==> config.mk <==
export PLATFORM = sky130hd
export DESIGN_NAME = mux_arbiter_flat
export DESIGN_NICKNAME = d
export VERILOG_FILES = /design/src/rtl/mux_arbiter_pkg.sv /design/src/rtl/mux_arbiter_if.sv /design/src/rtl/mux_arbiter_mux.sv /design/src/rtl/mux_arbiter.sv /design/src/flat_wrapper.sv
export SDC_FILE = /design/constraint.sdc
export NUM_CORES = 1
export LEC_CHECK = 0
export CORE_MARGIN = 8
export CORE_UTILIZATION = 30
export CTS_CLUSTER_DIAMETER = 80
export DETAILED_ROUTE_END_ITERATION = 7
export PLACE_DENSITY_LB_ADDON = 0.1
export SETUP_SLACK_MARGIN = 0.5
export SLEW_MARGIN = 40
export SYNTH_ARGS = -nofsm -noshare
export SYNTH_HDL_FRONTEND = slang
export SYNTH_SLANG_ARGS = --single-unit
==> constraint.sdc <==
create_clock -name clk -period 2.45 [get_ports clk]
set_clock_uncertainty 0.15 [all_clocks]
set_input_delay 0.735 -clock clk [delete_from_list [all_inputs] [get_ports clk]]
set_output_delay 0.735 -clock clk [all_outputs]
set_load 0.02 [all_outputs]
==> src/rtl/mux_arbiter_pkg.sv <==
// Shared encodings for the two-requester mux arbiter.
package mux_arbiter_pkg;

    localparam logic [1:0] ARB_IDLE = 2'd0;
    localparam logic [1:0] ARB_GNT0 = 2'd1;
    localparam logic [1:0] ARB_GNT1 = 2'd2;

    localparam logic ARB_REQ0 = 1'b0;
    localparam logic ARB_REQ1 = 1'b1;

    typedef enum logic [1:0] {
        S_IDLE = ARB_IDLE,
        S_GNT0 = ARB_GNT0,
        S_GNT1 = ARB_GNT1
    } arb_state_e;

    // Requester 0 wins when alone, or when both ask and 1 was served last.
    function automatic logic pick_req0(input logic req0, input logic req1, input logic last);
        return req0 && (!req1 || (last == ARB_REQ1));
    endfunction

endpackage

==> src/rtl/mux_arbiter_if.sv <==
// Requester/port bundle between two bus masters and the arbiter.
interface mux_arbiter_if #(
    parameter int unsigned WIDTH = 16
);
    logic             req0;
    logic             req1;
    logic [WIDTH-1:0] data0;
    logic [WIDTH-1:0] data1;
    logic             gnt0;
    logic             gnt1;
    logic             sel;
    logic             busy;
    logic [WIDTH-1:0] data_out;

    modport master (
        output req0, req1, data0, data1,
        input  gnt0, gnt1, sel, busy, data_out
    );

    modport slave (
        input  req0, req1, data0, data1,
        output gnt0, gnt1, sel, busy, data_out
    );
endinterface

==> src/rtl/mux_arbiter_mux.sv <==
// WIDTH-wide 2:1 mux built from 1-bit mux gates sharing one select.
module mux_gate (
    input  logic a,
    input  logic b,
    input  logic sel,
    output logic y
);
    assign y = sel ? b : a;
endmodule

module g_mux_bus #(
    parameter int unsigned WIDTH = 16
) (
    input  logic [WIDTH-1:0] a,
    input  logic [WIDTH-1:0] b,
    input  logic             sel,
    output logic [WIDTH-1:0] y
);
    for (genvar i = 0; i < WIDTH; i++) begin : g_bit
        mux_gate u_mux (
            .a  (a[i]),
            .b  (b[i]),
            .sel(sel),
            .y  (y[i])
        );
    end
endmodule

==> src/rtl/mux_arbiter.sv <==
// Round-robin arbiter owning the select of a shared 2:1 data mux.
// Optional hold-limit preemption is enabled by defining MUX_ARB_TIMEOUT_EN.
module mux_arbiter
    import mux_arbiter_pkg::*;
#(
    parameter int unsigned WIDTH    = 16,
    parameter int unsigned MAX_HOLD = 8
) (
    input  logic         clk,
    input  logic         reset,
    mux_arbiter_if.slave bus
);

    if (MAX_HOLD < 1) begin : g_bad_hold
        $error("MAX_HOLD must be at least 1");
    end

    arb_state_e state_q, state_d;
    logic       gnt0_q, gnt0_d;
    logic       gnt1_q, gnt1_d;
    logic       sel_q, sel_d;
    logic       busy_q, busy_d;
    logic       last_q, last_d;
    logic       expire_c;

`ifdef MUX_ARB_TIMEOUT_EN
    localparam int unsigned CNT_W = $clog2(MAX_HOLD + 1);

    logic [CNT_W-1:0] cnt_q, cnt_d;

    // Counts grant cycles; cleared in IDLE so every grant starts at zero.
    always_comb begin
        cnt_d = cnt_q;
        if (state_q == S_IDLE) begin
            cnt_d = '0;
        end else if (cnt_q != CNT_W'(MAX_HOLD)) begin
            cnt_d = cnt_q + CNT_W'(1);
        end
    end

    always_ff @(posedge clk) begin
        if (reset) cnt_q <= '0;
        else       cnt_q <= cnt_d;
    end

    assign expire_c = (cnt_q == CNT_W'(MAX_HOLD - 1));
`else
    assign expire_c = 1'b0;
`endif

    always_comb begin
        state_d = state_q;
        sel_d   = sel_q;
        last_d  = last_q;
        unique case (state_q)
            S_IDLE: begin
                if (pick_req0(bus.req0, bus.req1, last_q)) begin
                    state_d = S_GNT0;
                    sel_d   = ARB_REQ0;
                    last_d  = ARB_REQ0;
                end else if (bus.req1) begin
                    state_d = S_GNT1;
                    sel_d   = ARB_REQ1;
                    last_d  = ARB_REQ1;
                end
            end
            // Handover always passes through IDLE for one turnaround cycle.
            S_GNT0: if (!bus.req0 || (expire_c && bus.req1)) state_d = S_IDLE;
            S_GNT1: if (!bus.req1 || (expire_c && bus.req0)) state_d = S_IDLE;
            default: state_d = S_IDLE;
        endcase
        gnt0_d = (state_d == S_GNT0);
        gnt1_d = (state_d == S_GNT1);
        busy_d = gnt0_d | gnt1_d;
    end

    always_ff @(posedge clk) begin
        if (reset) begin
            state_q <= S_IDLE;
            gnt0_q  <= 1'b0;
            gnt1_q  <= 1'b0;
            sel_q   <= ARB_REQ0;
            busy_q  <= 1'b0;
            last_q  <= ARB_REQ1;
        end else begin
            state_q <= state_d;
            gnt0_q  <= gnt0_d;
            gnt1_q  <= gnt1_d;
            sel_q   <= sel_d;
            busy_q  <= busy_d;
            last_q  <= last_d;
        end
    end

    assign bus.gnt0 = gnt0_q;
    assign bus.gnt1 = gnt1_q;
    assign bus.sel  = sel_q;
    assign bus.busy = busy_q;

    g_mux_bus #(.WIDTH(WIDTH)) u_mux_bus (
        .a  (bus.data0),
        .b  (bus.data1),
        .sel(sel_q),
        .y  (bus.data_out)
    );

endmodule

==> src/flat_wrapper.sv <==
// flat-port wrapper written by rule: the top's interface ports become plain ports
module mux_arbiter_flat import mux_arbiter_pkg::*;
#(
    parameter int unsigned WIDTH    = 16,
    parameter int unsigned MAX_HOLD = 8
)
  (clk, reset, bus_req0, bus_req1, bus_data0, bus_data1, bus_gnt0, bus_gnt1, bus_sel, bus_busy, bus_data_out);
  mux_arbiter_if #(.WIDTH(WIDTH)) bus_i ();
  input  logic clk;
  input  logic reset;
  input wire logic [$bits(bus_i.req0)-1:0] bus_req0;
  input wire logic [$bits(bus_i.req1)-1:0] bus_req1;
  input wire logic [$bits(bus_i.data0)-1:0] bus_data0;
  input wire logic [$bits(bus_i.data1)-1:0] bus_data1;
  output wire logic [$bits(bus_i.gnt0)-1:0] bus_gnt0;
  output wire logic [$bits(bus_i.gnt1)-1:0] bus_gnt1;
  output wire logic [$bits(bus_i.sel)-1:0] bus_sel;
  output wire logic [$bits(bus_i.busy)-1:0] bus_busy;
  output wire logic [$bits(bus_i.data_out)-1:0] bus_data_out;
  assign bus_i.req0 = bus_req0;
  assign bus_i.req1 = bus_req1;
  assign bus_i.data0 = bus_data0;
  assign bus_i.data1 = bus_data1;
  assign bus_gnt0 = bus_i.gnt0;
  assign bus_gnt1 = bus_i.gnt1;
  assign bus_sel = bus_i.sel;
  assign bus_busy = bus_i.busy;
  assign bus_data_out = bus_i.data_out;
  mux_arbiter #(.WIDTH(WIDTH), .MAX_HOLD(MAX_HOLD)) u_core (.clk(clk), .reset(reset), .bus(bus_i));
endmodule
* Yosys cells after proc, flatten, opt, wreduce, memory -nomap -nowiden
Index checks and enable logic that the tools add are counted.
Storage, ports and cells: flip-flop bits (word level) 7, input port bits 36, output and inout bits 20, logic and storage cells 40
Operators by class: eq/ne operators 4, mux-type cells 23, bitwise gates (word level) 1, reduce and logical (&&, ||, !) cells 6
Operators with widths (number):
- $mux 1 | 18
- $mux 2 | 4
- $pmux 2 s3 | 1
- $eq 2x1->1 const B | 2
- $eq 2x2->1 const B | 2
- $logic_not 2->1 | 1
- $reduce_and 2->1 | 1
- $reduce_bool 2->1 | 1
- $logic_and 1x1->1 | 1
- $logic_not 1->1 | 1
- $logic_or 1x1->1 | 1
- $or 1x1->1 | 1

* Logic depth before layout (Yosys ltp)
depth in word-level cells 7, depth in mapped cells 4

* By module
Synthesis repeated with hierarchy kept, for this count alone.
Second synthesis, totals: cells, all modules 43, area, all modules 530.5 um^2
Modules (own cells, without submodules):
- mux_arbiter | instances 1, cells each 27, area each 290.3 um^2, seq. area each 140.1 um^2
- mux_gate | instances 16, cells each 1, area each 15.0 um^2, seq. area each 0.0 um^2

* Worst setup path before layout
OpenSTA, ideal clock, no wires.
kind register to output, start point register u_core.sel_q, in the netlist u_core.bus.sel, end point output port bus_data_out[0], data arrival time 1364 ps, path slack 201 ps, stages on the path, launching flop included 5, path through dfxtp_1 > buf_2 > buf_2 > mux2_2 > buf_4
On the way: word-level cells in the longest chain between the ends 1
Ends and longest elaborated chain:
- start: declaration | line mux_arbiter.sv:21 | logic sel_q, sel_d;
- start signal: assignment | line mux_arbiter.sv:89 | sel_q <= sel_d;
- $mux 1 | line mux_arbiter_mux.sv:8 | assign y = sel ? b : a;
- end: declaration | line flat_wrapper.sv:19 | output wire logic [$bits(bus_i.data_out)-1:0] bus_data_out;
Every way passes these cells.

* Worst setup path in the final report
start point input port bus_data0[15], end point output port bus_data_out[15]
On the way: word-level cells in the longest chain between the ends 1
Ends and longest elaborated chain:
- start: declaration | line flat_wrapper.sv:13 | input wire logic [$bits(bus_i.data0)-1:0] bus_data0;
- $mux 1 | line mux_arbiter_mux.sv:8
Every way passes these cells.

==> metrics <==
status=finished, final reports clean; die footprint=3690 um2; fmax=476 MHz; power density normalized to cell area=411 nW/um2; top cells by count, synth=16 x buf_4, 16 x mux2_2, 7 x dfxtp_1; global-route total usage across every layer=9.00%; worst slew margin relative to its limit=81.3%; Final Hold Fails=0; half-perimeter wire length of the detailed placement result=1410 um; basic-gate share of the synthesized area counting and, or, nand and nor cells=7.92%; Netlist cell types=19; share of Yosys cell area claimed by the top area cell type=30.0%; antenna violations before repair=0; routed wire length=1670 um; fraction of met1 tracks used by global routing=8.04%; launching point of the worst reg2reg path=u_core.state_q[1]; VDD IR-drop max=0.275 mV; mux cell area share after synthesis=30.0%; max-slew violation total from the final report=0; instance area after placement=1120 um2; static leakage=0.587 nW; startpoint class of the critical path=input port; NetSw=0.000142 W; Post-Route Utilization=60.4%; kind of critical path=input port to output pin; clock tree from TritonCTS=yes; Synth Warn #=0; final antenna diode count=0; layout cell share with drive strength beyond 1=72.4%; Top-Level Pins=56; Net Count, Synth=99; maximum number of pins on one net before global-route repair=9; register area share after synthesis=23.3%; residual antenna-violating net count after detailed routing=0; depth of the CTS H-tree=1; length in cells of the worst reg-to-reg path=2; relative contribution of sequential cells to total power=27.5%; crit-path max cell delay=260 ps; number of buffers inserted for hold repair after clock tree synthesis=0; biggest area contributors in the synthesized netlist=mux2_2 30%, dfxtp_1 23%, buf_4 20%; Fill cells=187; total chip power=0.000477 W; final worst path period need=2100 ps; routed vias/inst=4.25; most used routing layer=met2; DRT iter0 DRCs=1; critical path's most frequent cell=buf_6; setup TNS=0 ps; post-synthesis register bit count=7; largest family of logic cells by synthesized area=multiplexers; number of cells on the worst hold path=2; Yosys top cell by area=mux2_2; Adder-Cell Fraction of Synth Area=4.17%; count of clock tree sinks=7; Synth Area in XOR/XNOR=0%; number of buffers inserted during clock tree synthesis=3; count of endpoints failing setup in the final report=0; Avg Inst Size Synth=9.85 um2; reg-to-reg critical path endpoint=u_core.last_q; drt drc=0; wire length per cell after detailed routing=12.7 um; Final Wtd Congestion=0.657; Worst EP required=1560 ps; Post-Layout Inst Area=1160 um2; Remaining Overflow, GRT=0; number of standard cells after synthesis=61; minimum setup slack after placement=-386 ps; worst-case setup margin in the final layout=348 ps; global-route wire length before repair=2530 um; vias in the first global route=586; worst-skew pair later-pin latency=250 ps; net count reported at finish=144; count of flip-flops with a built-in enable after synthesis=0; predominant post-synthesis flop cell=dfxtp_1; setup repair after global routing missed its margin=yes; actual transition at the worst max-transition pin=279 ps; class of the worst hold path=register to register; summed instance area of the synthesized netlist=601 um2; endpoint type of the worst setup path=output pin; GR met2 Demand/Resource=17.2%; ratio of final minimum period to clock period=85.8%; part of the total power dissipated in the clock network=22.3%; area of the core=1920 um2; minimum setup slack among reg-to-reg paths=1120 ps; y dimension of the die=60.7 um; startpoint of the worst setup timing path=bus_data0[15]; ordered cell list for the critical path=buf_6, mux2_4, buf_6; combinational power share=50.2%; worst setup path end=bus_data_out[15]; slowest stage cell, crit path=mux2_4; CP arrival=1220 ps; first-pass iteration count of the detailed router=2; Starting Density=31.3%; buffer cell driving the clock tree root=clkbuf_4; CP Max Fanout=1; CTS max path bufs=2; compound-cell area share of the yosys netlist=12.3%; count of vias placed by the detailed router=561; number of maximum-capacitance violations=0; count of buffers from port buffering=55; internal power of the cells=0.000335 W; floorplan row count=16; Switching Fraction=29.8%; share of synthesized registers carrying an async set or reset=0%; GR Util met3=2.33%; width of the chip=60.7 um; post-synthesis to final-layout area growth=93.3%; clock slew seen by the registers of the worst setup and hold paths=50 ps
[flip-flops by register name, indices dropped and copies added (netlist names)]
signal / count
u_core.state_q: 2
u_core.bus.busy: 1
u_core.bus.gnt0: 1
u_core.bus.gnt1: 1
u_core.bus.sel: 1
u_core.last_q: 1
[cell families after synthesis]
kind of cell               after synthesis
buffers and inverters                   19
muxes                                   16
AOI/OAI and AO/OA                        9
adders and majority gates                2
and+or+nand+nor                          8
DFF                                      7
[how the worst min path moves through the flow]
stage | start | end | slack, ps
final | u_core.state_q[0] | u_core.state_q[1] | 460
after detailed placement | u_core.state_q[1] | u_core.state_q[0] | 460
after floorplan | u_core.last_q | u_core.state_q[1] | 380
after global routing | u_core.state_q[1] | u_core.state_q[0] | 490
after CTS | u_core.state_q[1] | u_core.state_q[0] | 450
after global placement | u_core.state_q[0] | u_core.last_q | 450
[per-layer routing]
metal	vias to the layer above	routed length [um]
met3	2	176
met5	-	0
li1	287	-
met4	0	9
met2	22	923
met1	250	561
[layout make-up]
class	instances	area, um2	share of cell area [%]
clock buffers	4	26.3	2.26
inverters	1	3.75	0.323
multi-input cells	35	404	34.8
flip-flops and latches	7	144	12.4
well taps	27	33.8	2.91
repair buffers	58	549	47.3
[through the flow]
step / instances / hold slack [ps]
final: 132 / 458
after global routing: 132 / 492
after CTS: 132 / 449
after detailed placement: 125 / 460
after global placement: 125 / 450
after floorplan: 61 / 383
[placed cells by master (no fill, tap or decap), types with 2 or more instances in the layout]
master,instances
buf_2,15
buf_6,33
buf_8,2
clkbuf_4,3
clkdlybuf4s50_1,3
dfxtp_1,6
dlygate4sd2_1,4
ha_1,2
mux2_4,16
nor2_1,2
nor2b_1,3
[power groups by stage]
stage / registers (W) / logic (W) / clock network, W
after floorplan: 0.000137 / 0.000165 / 0
after global placement: 0.000142 / 0.000220 / 0
after detailed placement: 0.000143 / 0.000222 / 0
after CTS: 0.000130 / 0.000237 / 0.000109
after global routing: 0.000132 / 0.000254 / 0.000115
final: 0.000131 / 0.000239 / 0.000106
[critical path, delay by kind of cell]
kind / cells / cell delay (ps)
buf+inv: 2 / 220
mux: 1 / 260
[repair_timing]
action,CTS,global route
gates cloned,0,0
setup endpoints to repair,22,20
buffers inserted,3,0
resized for setup,216,6
pin swaps,0,1
Note: power is estimated with default switching activity, not from simulation.
